File: src/rtl/gpio_cond_pkg.sv
// Shared constants for the GPIO input conditioner: default widths, tick divider
// and the per-bit filter state encoding.
package gpio_cond_pkg;

    localparam int DEF_DW       = 31;
    localparam int DEF_TICK_DIV = 50000;
    localparam int DEF_CW       = 8;

    localparam logic ST_STABLE  = 1'b0;
    localparam logic ST_PENDING = 1'b1;

endpackage

File: src/rtl/gpio_input_conditioner_if.sv
// Bus between the conditioner and the parallel port: raw pins and controls in,
// clean levels and edge events out.
interface gpio_cond_if
    import gpio_cond_pkg::*;
#(
    parameter int DW = DEF_DW,
    parameter int CW = DEF_CW
);
    logic [DW:0]   pins_in;
    logic          enable;
    logic [CW-1:0] db_threshold;
    logic [DW:0]   data_clean;
    logic [DW:0]   rise;
    logic [DW:0]   fall;
    logic          changed;

    modport master (
        output pins_in, enable, db_threshold,
        input  data_clean, rise, fall, changed
    );

    modport slave (
        input  pins_in, enable, db_threshold,
        output data_clean, rise, fall, changed
    );
endinterface

File: src/rtl/gpio_debounce_bit.sv
// One-bit debounce filter: accepts a synchronised level once it has differed
// from the clean level for `threshold` ticks, and emits a one-cycle edge pulse.
//   state      | meaning
//   ST_STABLE  | sync == clean, counter held at 0
//   ST_PENDING | sync != clean, counter advances on tick until threshold
module gpio_debounce_bit
    import gpio_cond_pkg::*;
#(
    parameter int CW = DEF_CW
) (
    input  logic          clk,
    input  logic          reset,
    input  logic          enable,
    input  logic          tick,
    input  logic          sync,
    input  logic [CW-1:0] threshold,
    output logic          clean,
    output logic          rise,
    output logic          fall,
    output logic          pulse_nxt
);
    logic [CW-1:0] cnt_q, cnt_d;
    logic          clean_q, clean_d;
    logic          rise_q, rise_d;
    logic          fall_q, fall_d;
    logic          state;

    always_comb begin
        state   = (sync != clean_q) ? ST_PENDING : ST_STABLE;
        cnt_d   = cnt_q;
        clean_d = clean_q;
        rise_d  = 1'b0;
        fall_d  = 1'b0;
        if (!enable) begin
            cnt_d = '0;
        end else if (threshold == '0) begin
            clean_d = sync;
            cnt_d   = '0;
            rise_d  = (state == ST_PENDING) && sync;
            fall_d  = (state == ST_PENDING) && !sync;
        end else if (state == ST_STABLE) begin
            cnt_d = '0;
        end else if (tick) begin
            // >= rather than == so a threshold lowered mid-count commits on the next tick
            if (cnt_q >= threshold - CW'(1)) begin
                clean_d = sync;
                cnt_d   = '0;
                rise_d  = sync;
                fall_d  = !sync;
            end else if (cnt_q != '1) begin
                cnt_d = cnt_q + CW'(1);
            end
        end
    end

    always_ff @(posedge clk) begin
        if (reset) begin
            cnt_q   <= '0;
            clean_q <= 1'b0;
            rise_q  <= 1'b0;
            fall_q  <= 1'b0;
        end else begin
            cnt_q   <= cnt_d;
            clean_q <= clean_d;
            rise_q  <= rise_d;
            fall_q  <= fall_d;
        end
    end

    assign clean     = clean_q;
    assign rise      = rise_q;
    assign fall      = fall_q;
    // Next-cycle pulse lets the top register `changed` alongside rise/fall.
    assign pulse_nxt = rise_d | fall_d;

endmodule

File: src/rtl/gpio_input_conditioner.sv
// Header-input conditioner: 2-FF synchroniser, free-running debounce tick
// prescaler and one debounce filter per bit, plus the registered `changed` flag.
module gpio_input_conditioner
    import gpio_cond_pkg::*;
#(
    parameter int DW       = DEF_DW,
    parameter int TICK_DIV = DEF_TICK_DIV,
    parameter int CW       = DEF_CW
) (
    input logic        clk,
    input logic        reset,
    gpio_cond_if.slave io
);
    localparam int PW = (TICK_DIV > 1) ? $clog2(TICK_DIV) : 1;

    logic [DW:0]   s1_q, s1_d;
    logic [DW:0]   s2_q, s2_d;
    logic [PW-1:0] pre_q, pre_d;
    logic          changed_q, changed_d;
    logic          tick;
    logic [DW:0]   pulse_nxt;

    always_comb begin
        s1_d      = io.pins_in;
        s2_d      = s1_q;
        tick      = (pre_q == PW'(TICK_DIV - 1));
        pre_d     = tick ? '0 : pre_q + PW'(1);
        changed_d = |pulse_nxt;
    end

    always_ff @(posedge clk) begin
        if (reset) begin
            s1_q      <= '0;
            s2_q      <= '0;
            pre_q     <= '0;
            changed_q <= 1'b0;
        end else begin
            s1_q      <= s1_d;
            s2_q      <= s2_d;
            pre_q     <= pre_d;
            changed_q <= changed_d;
        end
    end

    for (genvar i = 0; i <= DW; i++) begin : g_bit
        gpio_debounce_bit #(.CW(CW)) u_bit (
            .clk       (clk),
            .reset     (reset),
            .enable    (io.enable),
            .tick      (tick),
            .sync      (s2_q[i]),
            .threshold (io.db_threshold),
            .clean     (io.data_clean[i]),
            .rise      (io.rise[i]),
            .fall      (io.fall[i]),
            .pulse_nxt (pulse_nxt[i])
        );
    end

    assign io.changed = changed_q;

endmodule

File: src/flat_wrapper.sv
// flat-port wrapper written by rule: the top's interface ports become plain ports
module gpio_input_conditioner_flat import gpio_cond_pkg::*;
#(
    parameter int DW       = DEF_DW,
    parameter int TICK_DIV = DEF_TICK_DIV,
    parameter int CW       = DEF_CW
)
  (clk, reset, io_pins_in, io_enable, io_db_threshold, io_data_clean, io_rise, io_fall, io_changed);
  gpio_cond_if #(.DW(DW), .CW(CW)) io_i ();
  input logic clk;
  input logic reset;
  input wire logic [$bits(io_i.pins_in)-1:0] io_pins_in;
  input wire logic [$bits(io_i.enable)-1:0] io_enable;
  input wire logic [$bits(io_i.db_threshold)-1:0] io_db_threshold;
  output wire logic [$bits(io_i.data_clean)-1:0] io_data_clean;
  output wire logic [$bits(io_i.rise)-1:0] io_rise;
  output wire logic [$bits(io_i.fall)-1:0] io_fall;
  output wire logic [$bits(io_i.changed)-1:0] io_changed;
  assign io_i.pins_in = io_pins_in;
  assign io_i.enable = io_enable;
  assign io_i.db_threshold = io_db_threshold;
  assign io_data_clean = io_i.data_clean;
  assign io_rise = io_i.rise;
  assign io_fall = io_i.fall;
  assign io_changed = io_i.changed;
  gpio_input_conditioner #(.DW(DW), .TICK_DIV(TICK_DIV), .CW(CW)) u_core (.clk(clk), .reset(reset), .io(io_i));
endmodule
File: config.mk
export PLATFORM = sky130hd
export DESIGN_NAME = gpio_input_conditioner_flat
export DESIGN_NICKNAME = d
export VERILOG_FILES = /design/src/rtl/gpio_cond_pkg.sv /design/src/rtl/gpio_input_conditioner_if.sv /design/src/rtl/gpio_debounce_bit.sv /design/src/rtl/gpio_input_conditioner.sv /design/src/flat_wrapper.sv
export SDC_FILE = /design/constraint.sdc
export NUM_CORES = 1
export LEC_CHECK = 0
export CELL_PAD_IN_SITES_DETAIL_PLACEMENT = 0
export CELL_PAD_IN_SITES_GLOBAL_PLACEMENT = 2
export CORE_MARGIN = 2
export CORE_UTILIZATION = 30
export DETAILED_ROUTE_END_ITERATION = 10
export GPL_ROUTABILITY_DRIVEN = 0
export HOLD_SLACK_MARGIN = 0.06
export MAX_ROUTING_LAYER = met4
export PLACE_DENSITY_LB_ADDON = 0.1
export SLEW_MARGIN = 20
export SYNTH_ARGS = -nofsm -noshare
export SYNTH_HDL_FRONTEND = slang
export SYNTH_SLANG_ARGS = --single-unit
File: constraint.sdc
create_clock -name clk -period 8.34 [get_ports clk]
set_input_delay 0.834 -clock clk [delete_from_list [all_inputs] [get_ports clk]]
set_output_delay 0.834 -clock clk [all_outputs]
set_load 0.005 [all_outputs]
### Yosys cells after proc, flatten, opt, wreduce, memory -nomap -nowiden

Index checks and enable logic that the tools add are counted.

* register bits: 433
* output and inout bits: 97

* $add $sub $neg: 34
* magnitude comparators: 32
* equality and inequality tests: 65
* mux-type cells: 544
* bitwise logic cells: 65
* reduce and logical (&&, ||, !) cells: 292

Operators by type and width (count)
* $mux W8: 64
* $mux W1: 480
* $add A8 B1 Y8 const B: 32
* $ge A8 B8 Y1: 32
* $ne A8 B8 Y1 const B: 32
* $reduce_bool A2 Y1: 97
* $reduce_and A4 Y1: 32
* $reduce_or A4 Y1: 32
* $logic_and A1 B1 Y1: 64
* $reduce_and A2 Y1: 32
* $not A1 Y1: 33
* $logic_not A1 Y1: 32
* $ne A1 B1 Y1: 32
* $or A1 B1 Y1: 32
* $reduce_or A32 Y1: 1
* $add A16 B1 Y16 const B: 1
* $eq A16 B16 Y1 const B: 1
* $logic_not A8 Y1: 1
* $sub A8 B1 Y8 const B: 1
* $reduce_or A2 Y1: 1

### Depth between registers and ports, before layout

* depth after elaboration: 9
* gate-level depth with buffers: 15
* mapped depth without buffers: 14

### Cells and area by module

From an unflattened synthesis, not the netlist that was laid out.

* cells, all modules: 3836
* area total of the unflattened synthesis: 35176.2 µm²

By module, submodules not included
* gpio_debounce_bit (u_core.g_bit[0].u_bit ...): times used 31, cells each 113, area each 1021.0 µm², seq. area each 220.2 µm²
* gpio_input_conditioner: times used 1, cells each 230, area each 2616.3 µm², seq. area each 1621.6 µm²
* gpio_debounce_bit (u_core.g_bit[25].u_bit): times used 1, cells each 103, area each 909.6 µm², seq. area each 220.2 µm²

### Worst setup path after synthesis

Ideal clock, no wire load.

* path type: input to register
* from: in io_db_threshold[0]
* to: reg u_core.g_bit[10].u_bit.cnt_q[3]
* library setup time: 118 ps
* arrival time: 5794 ps
* data required time: 8222 ps
* setup slack: 2428 ps
* cell stages on the path: 15
* buffers on the path: 1
* cell sequence: inv_1 -> ha_1 -> xnor2_1 -> ha_1 -> a21o_1 -> a31oi_1 -> o21ai_0 -> maj3_1 -> maj3_1 -> maj3_1 -> o31a_1 -> buf_2 -> nand4_1 -> xor2_1 -> nor2_1

* cells in the longest elaborated chain, start to end: 4
* elaborated cells on any way between the ends: 7

Ends and longest elaborated chain
* start, declared: RTL line flat_wrapper.sv:14 `input wire logic [$bits(io_i.db_threshold)-1:0] io_db_threshold;`
* $sub A8 B1 Y8: RTL line gpio_debounce_bit.sv:45 `if (cnt_q >= threshold - CW'(1)) begin`
* $ge A8 B8 Y1: RTL line gpio_debounce_bit.sv:45
* $reduce_bool A2 Y1 (no source line)
* $reduce_and A2 Y1 (no source line)
* end signal, assigned: RTL line gpio_debounce_bit.sv:63 `cnt_q <= cnt_d;`
* end, declared: RTL line gpio_debounce_bit.sv:22 `logic [CW-1:0] cnt_q, cnt_d;`

Parallel ways exist; a longest one is shown, timed or not.
A chain may end at the register's enable or synchronous reset.

### Worst setup path in the final report

* from: in io_db_threshold[0]
* to: reg u_core.changed_q, in the netlist u_core.io.changed

* cells in the longest elaborated chain, start to end: 9
* elaborated cells on any way between the ends: 387

Ends and longest elaborated chain
* $sub A8 B1 Y8: RTL line gpio_debounce_bit.sv:45
* $ge A8 B8 Y1: RTL line gpio_debounce_bit.sv:45
* $mux W1: RTL line gpio_debounce_bit.sv:45
* $mux W1: RTL line gpio_debounce_bit.sv:43 `end else if (tick) begin`
* $mux W1: RTL line gpio_debounce_bit.sv:41 `end else if (state == ST_STABLE) begin`
* $mux W1: RTL line gpio_debounce_bit.sv:36 `end else if (threshold == '0) begin`
* $mux W1: RTL line gpio_debounce_bit.sv:34 `if (!enable) begin`
* $or A1 B1 Y1: RTL line gpio_debounce_bit.sv:74 `assign pulse_nxt = rise_d | fall_d;`
* $reduce_or A32 Y1 *: RTL line gpio_input_conditioner.sv:28 `changed_d = |pulse_nxt;`
* end signal, assigned: RTL line gpio_input_conditioner.sv:41 `changed_q <= changed_d;`
* end, declared: RTL line gpio_input_conditioner.sv:19 `logic changed_q, changed_d;`

Mark *: on every way between the ends. The rest lies on a longest branch, timed or not.

==> impl_metrics.csv <==
group,metric,value,unit
status,outcome,"finished clean",
clock_network,cts_buffers,55,
critical_path,path_delay_family,"adder cells",
critical_path,path_cells,"clkdlybuf4s50_1, inv_2, ha_1, xnor2_2, buf_4, buf_4, ha_1, a21o_1, a31oi_1, o21ai_0, maj3_1, maj3_2, maj3_2, a21oi_2, o22ai_1, a222oi_1, a41oi_1",
die,rows,105,
die,dieHeight,292,um
clock_network,hold_buffers,0,
synth,synthArstFlopShare,0,
detailed_routing,num_vias,20600,
global_route,grt_pass1_wl,125,mm
synth,ys.flop_type,"dfxtp_1",
detailed_routing,via_per_inst,5.04,
critical_path,reg2reg_slack,4.69,ns
global_route,grt_pass1_vias,20500,
global_route,antenna_found_initial,3,
die,start_util,0.303,
synth,synth_seq_cells,433,
critical_path,path_class,"input pin to flop",
clock_network,cts_resized,0,
synth,synth.area.top_cells,"dfxtp_1 (35%), ha_1 (13%), nor2_1 (5.3%), xor2_1 (4.5%), nand2_1 (3.1%)",
timing,whs,0.436,ns
detailed_routing,drtAntennaViolNets,0,
timing,tightest_slew,0.996,ns
timing,fmax,194,MHz
clock_network,clk-insertion-delay-late,0.62,ns
clock_network,clk_pin_slew,0.06,ns
synth,ys_types,78,
detailed_routing,drt-initial-drc-count,1016,
pwr,p_leak,10.6,nW
finish,syn2layout_area_growth,16.3,%
synth,seq_area_frac_synth,0.349,
timing,maxSlewViolCount,0,
detailed_routing,drt-total-wl,82.0,mm
pwr,clkPwrFrac,0.525,
pwr,internal_power,3.82,mW
timing,post-route-period-util,0.619,
pwr,max-vdd-ir-drop,0.132,mV
hold_path,hold_class,"flop to flop",
timing,tns,0,ns
global_route,track_usage,0.196,
synth,syn_inst,2926,
global_route,overflow,0,
critical_path,max_stage_delay,0.58,ns
finish,antenna_cells,0,
detailed_routing,wl_met2,39.0,mm
pwr,switching_share,0.240,
detailed_routing,wl_met1,38.2,mm
clock_network,cts_tree,"done",
detailed_routing,wl_met3,2.48,mm
finish,nFillCells,8420,
synth,synth_edf_count,0,
flow_run,drv_cap,0,
place,hpwl,57.5,mm
pwr,pwr-share-seq,0.417,
clock_network,h-tree-depth,2,
detailed_routing,wl_per_cell,20.1,um
critical_path,critPathLaunchType,"input pin",
critical_path,crit_arrival,5.63,ns
critical_path,crit_fanout,23,
pwr,p_comb_frac,0.058,
pwr,switchingPower,1.20,mW
die,core,0.0821,mm2
synth,yosysTopAreaCellShare,0.349,
detailed_routing,firstDrtPassIters,5,
finish,drive_gt1_frac,0.0563,
critical_path,slowest_stage,"clkdlybuf4s50_1",
synth,syn_nets,3228,
timing,hold_viol,0,
synth,synth_top_area_cell,"dfxtp_1",
timing,skew,0.0259,ns
detailed_routing,drc,0,
timing,min_period,5.16,ns
die,chipWidth,292,um
finish,final_util,0.352,
critical_path,required,8.80,ns
global_route,grt_max_degree,80,
clock_network,cts_sinks,433,
detailed_routing,topRoutingLayerUsed,"met4",
timing,setup_violations,0,
pwr,power_density,174,mW/mm2
clock_network,cts_root_buf,"clkbuf_16",
critical_path,end_kind,"flop",
die,boundaryPins,140,
finish,fin_nets,3276,
clock_network,cts_buffer_depth,3,
clock_network,postCtsSetupBuffers,0,
timing,rsz0062_at_grt,"no",
critical_path,crit_buf_inv,4,
timing,slew-limit-headroom,0.330,
pwr,p_total,5.02,mW
synth,yosys_warnings,0,
synth,syn_avg_cell_area,8.50,um2
die,die_area,0.0852,mm2
place,io_buffers,139,
synth,synth_area,0.0249,mm2
==> layout make-up <==
| class | count | area (um2) | share of cell area |
|---|---|---|---|
| clock inverter | 32 | 455 | 0.0157 |
| timing repair buffer | 169 | 1650 | 0.0571 |
| sequential | 433 | 8670 | 0.300 |
| clock buffer | 71 | 1540 | 0.0531 |
| tap | 1070 | 1340 | 0.0463 |
| inverter | 154 | 578 | 0.0200 |
| multi-input combinational | 2161 | 14700 | 0.508 |
==> placed cells by master (no fill, tap or decap), types with 84 or more instances in the layout <==
| master | Yosys | final |
|---|---|---|
| a21oi_1 | 148 | 148 |
| clkdlybuf4s50_1 | 0 | 138 |
| dfxtp_1 | 433 | 433 |
| ha_1 | 259 | 258 |
| inv_1 | 154 | 153 |
| nand2_1 | 203 | 202 |
| nand4_1 | 84 | 84 |
| nor2_1 | 351 | 350 |
| nor2b_1 | 89 | 89 |
| nor3_1 | 95 | 95 |
| o21ai_0 | 115 | 115 |
| xor2_1 | 127 | 124 |
==> per-layer routing <==
| metal | track usage | vias up |
|---|---|---|
| li1 | - | 10300 |
| met1 | 0.247 | 9857 |
| met2 | 0.328 | 321 |
| met3 | 0.0234 | 103 |
| met4 | 0.0551 | 0 |
| met5 | - | - |
==> metrics by stage <==
step | setup WS [ns] | area [um2] | cells
after CTS | 3.17 | 28900 | 4090
after detailed placement | 2.51 | 26900 | 3987
after global placement | 2.62 | 26900 | 3987
after global routing | 2.92 | 28900 | 4090
final | 3.18 | 28900 | 4090
after floorplan | 2.43 | 24900 | 2926
==> cells in the mapped netlist (45+ instances only) <==
cell type,number
dfxtp_1,433
nor2_1,351
ha_1,259
nand2_1,203
inv_1,154
a21oi_1,148
xor2_1,127
o21ai_0,115
buf_4,96
nor3_1,95
nor2b_1,89
nand4_1,84
clkbuf_1,63
nand3_1,62
xnor2_1,55
maj3_1,54
or3_1,50
nand2b_1,45
==> cells by family after synthesis <==
kind of cell,share of synthesized area
buffers and inverters,0.0653
multiplexers,0.0126
XOR/XNOR,0.0641
AND/OR/NAND/NOR,0.211
adder cells (fa/ha/maj),0.156
flip-flops,0.349
AO/OA/AOI/OAI,0.142
==> registers in the layout, summed over array words and instances (netlist names) <==
signal                    cells
u_core.g_bit.u_bit.cnt_q    256
u_core.pre_q                 16
u_core.s1_q                  32
u_core.g_bit.u_bit.clean     32
u_core.io.changed             1
u_core.g_bit.u_bit.rise      32
u_core.g_bit.u_bit.fall      32
u_core.s2_q                  32
==> power groups by stage <==
stage / Clock [mW] / Sequential [mW] / Combinational (mW)
global route: 2.79 / 2.10 / 0.324
floorplan: 0 / 2.14 / 0.161
global placement: 0 / 2.14 / 0.293
CTS: 2.72 / 2.09 / 0.299
detailed placement: 0 / 2.14 / 0.298
finish: 2.64 / 2.10 / 0.289
==> path summary, 6_finish.rpt <==
path                                         start                end  cells past startpoint
worst max-delay path            io_db_threshold[0]  u_core.io.changed                     17
worst min-delay path               u_core.s1_q[31]    u_core.s2_q[31]                      1
worst max register to register     u_core.pre_q[9]  u_core.io.changed                      9
worst min register to register     u_core.s1_q[31]    u_core.s2_q[31]                      1
(Power assumes the default switching activity.)
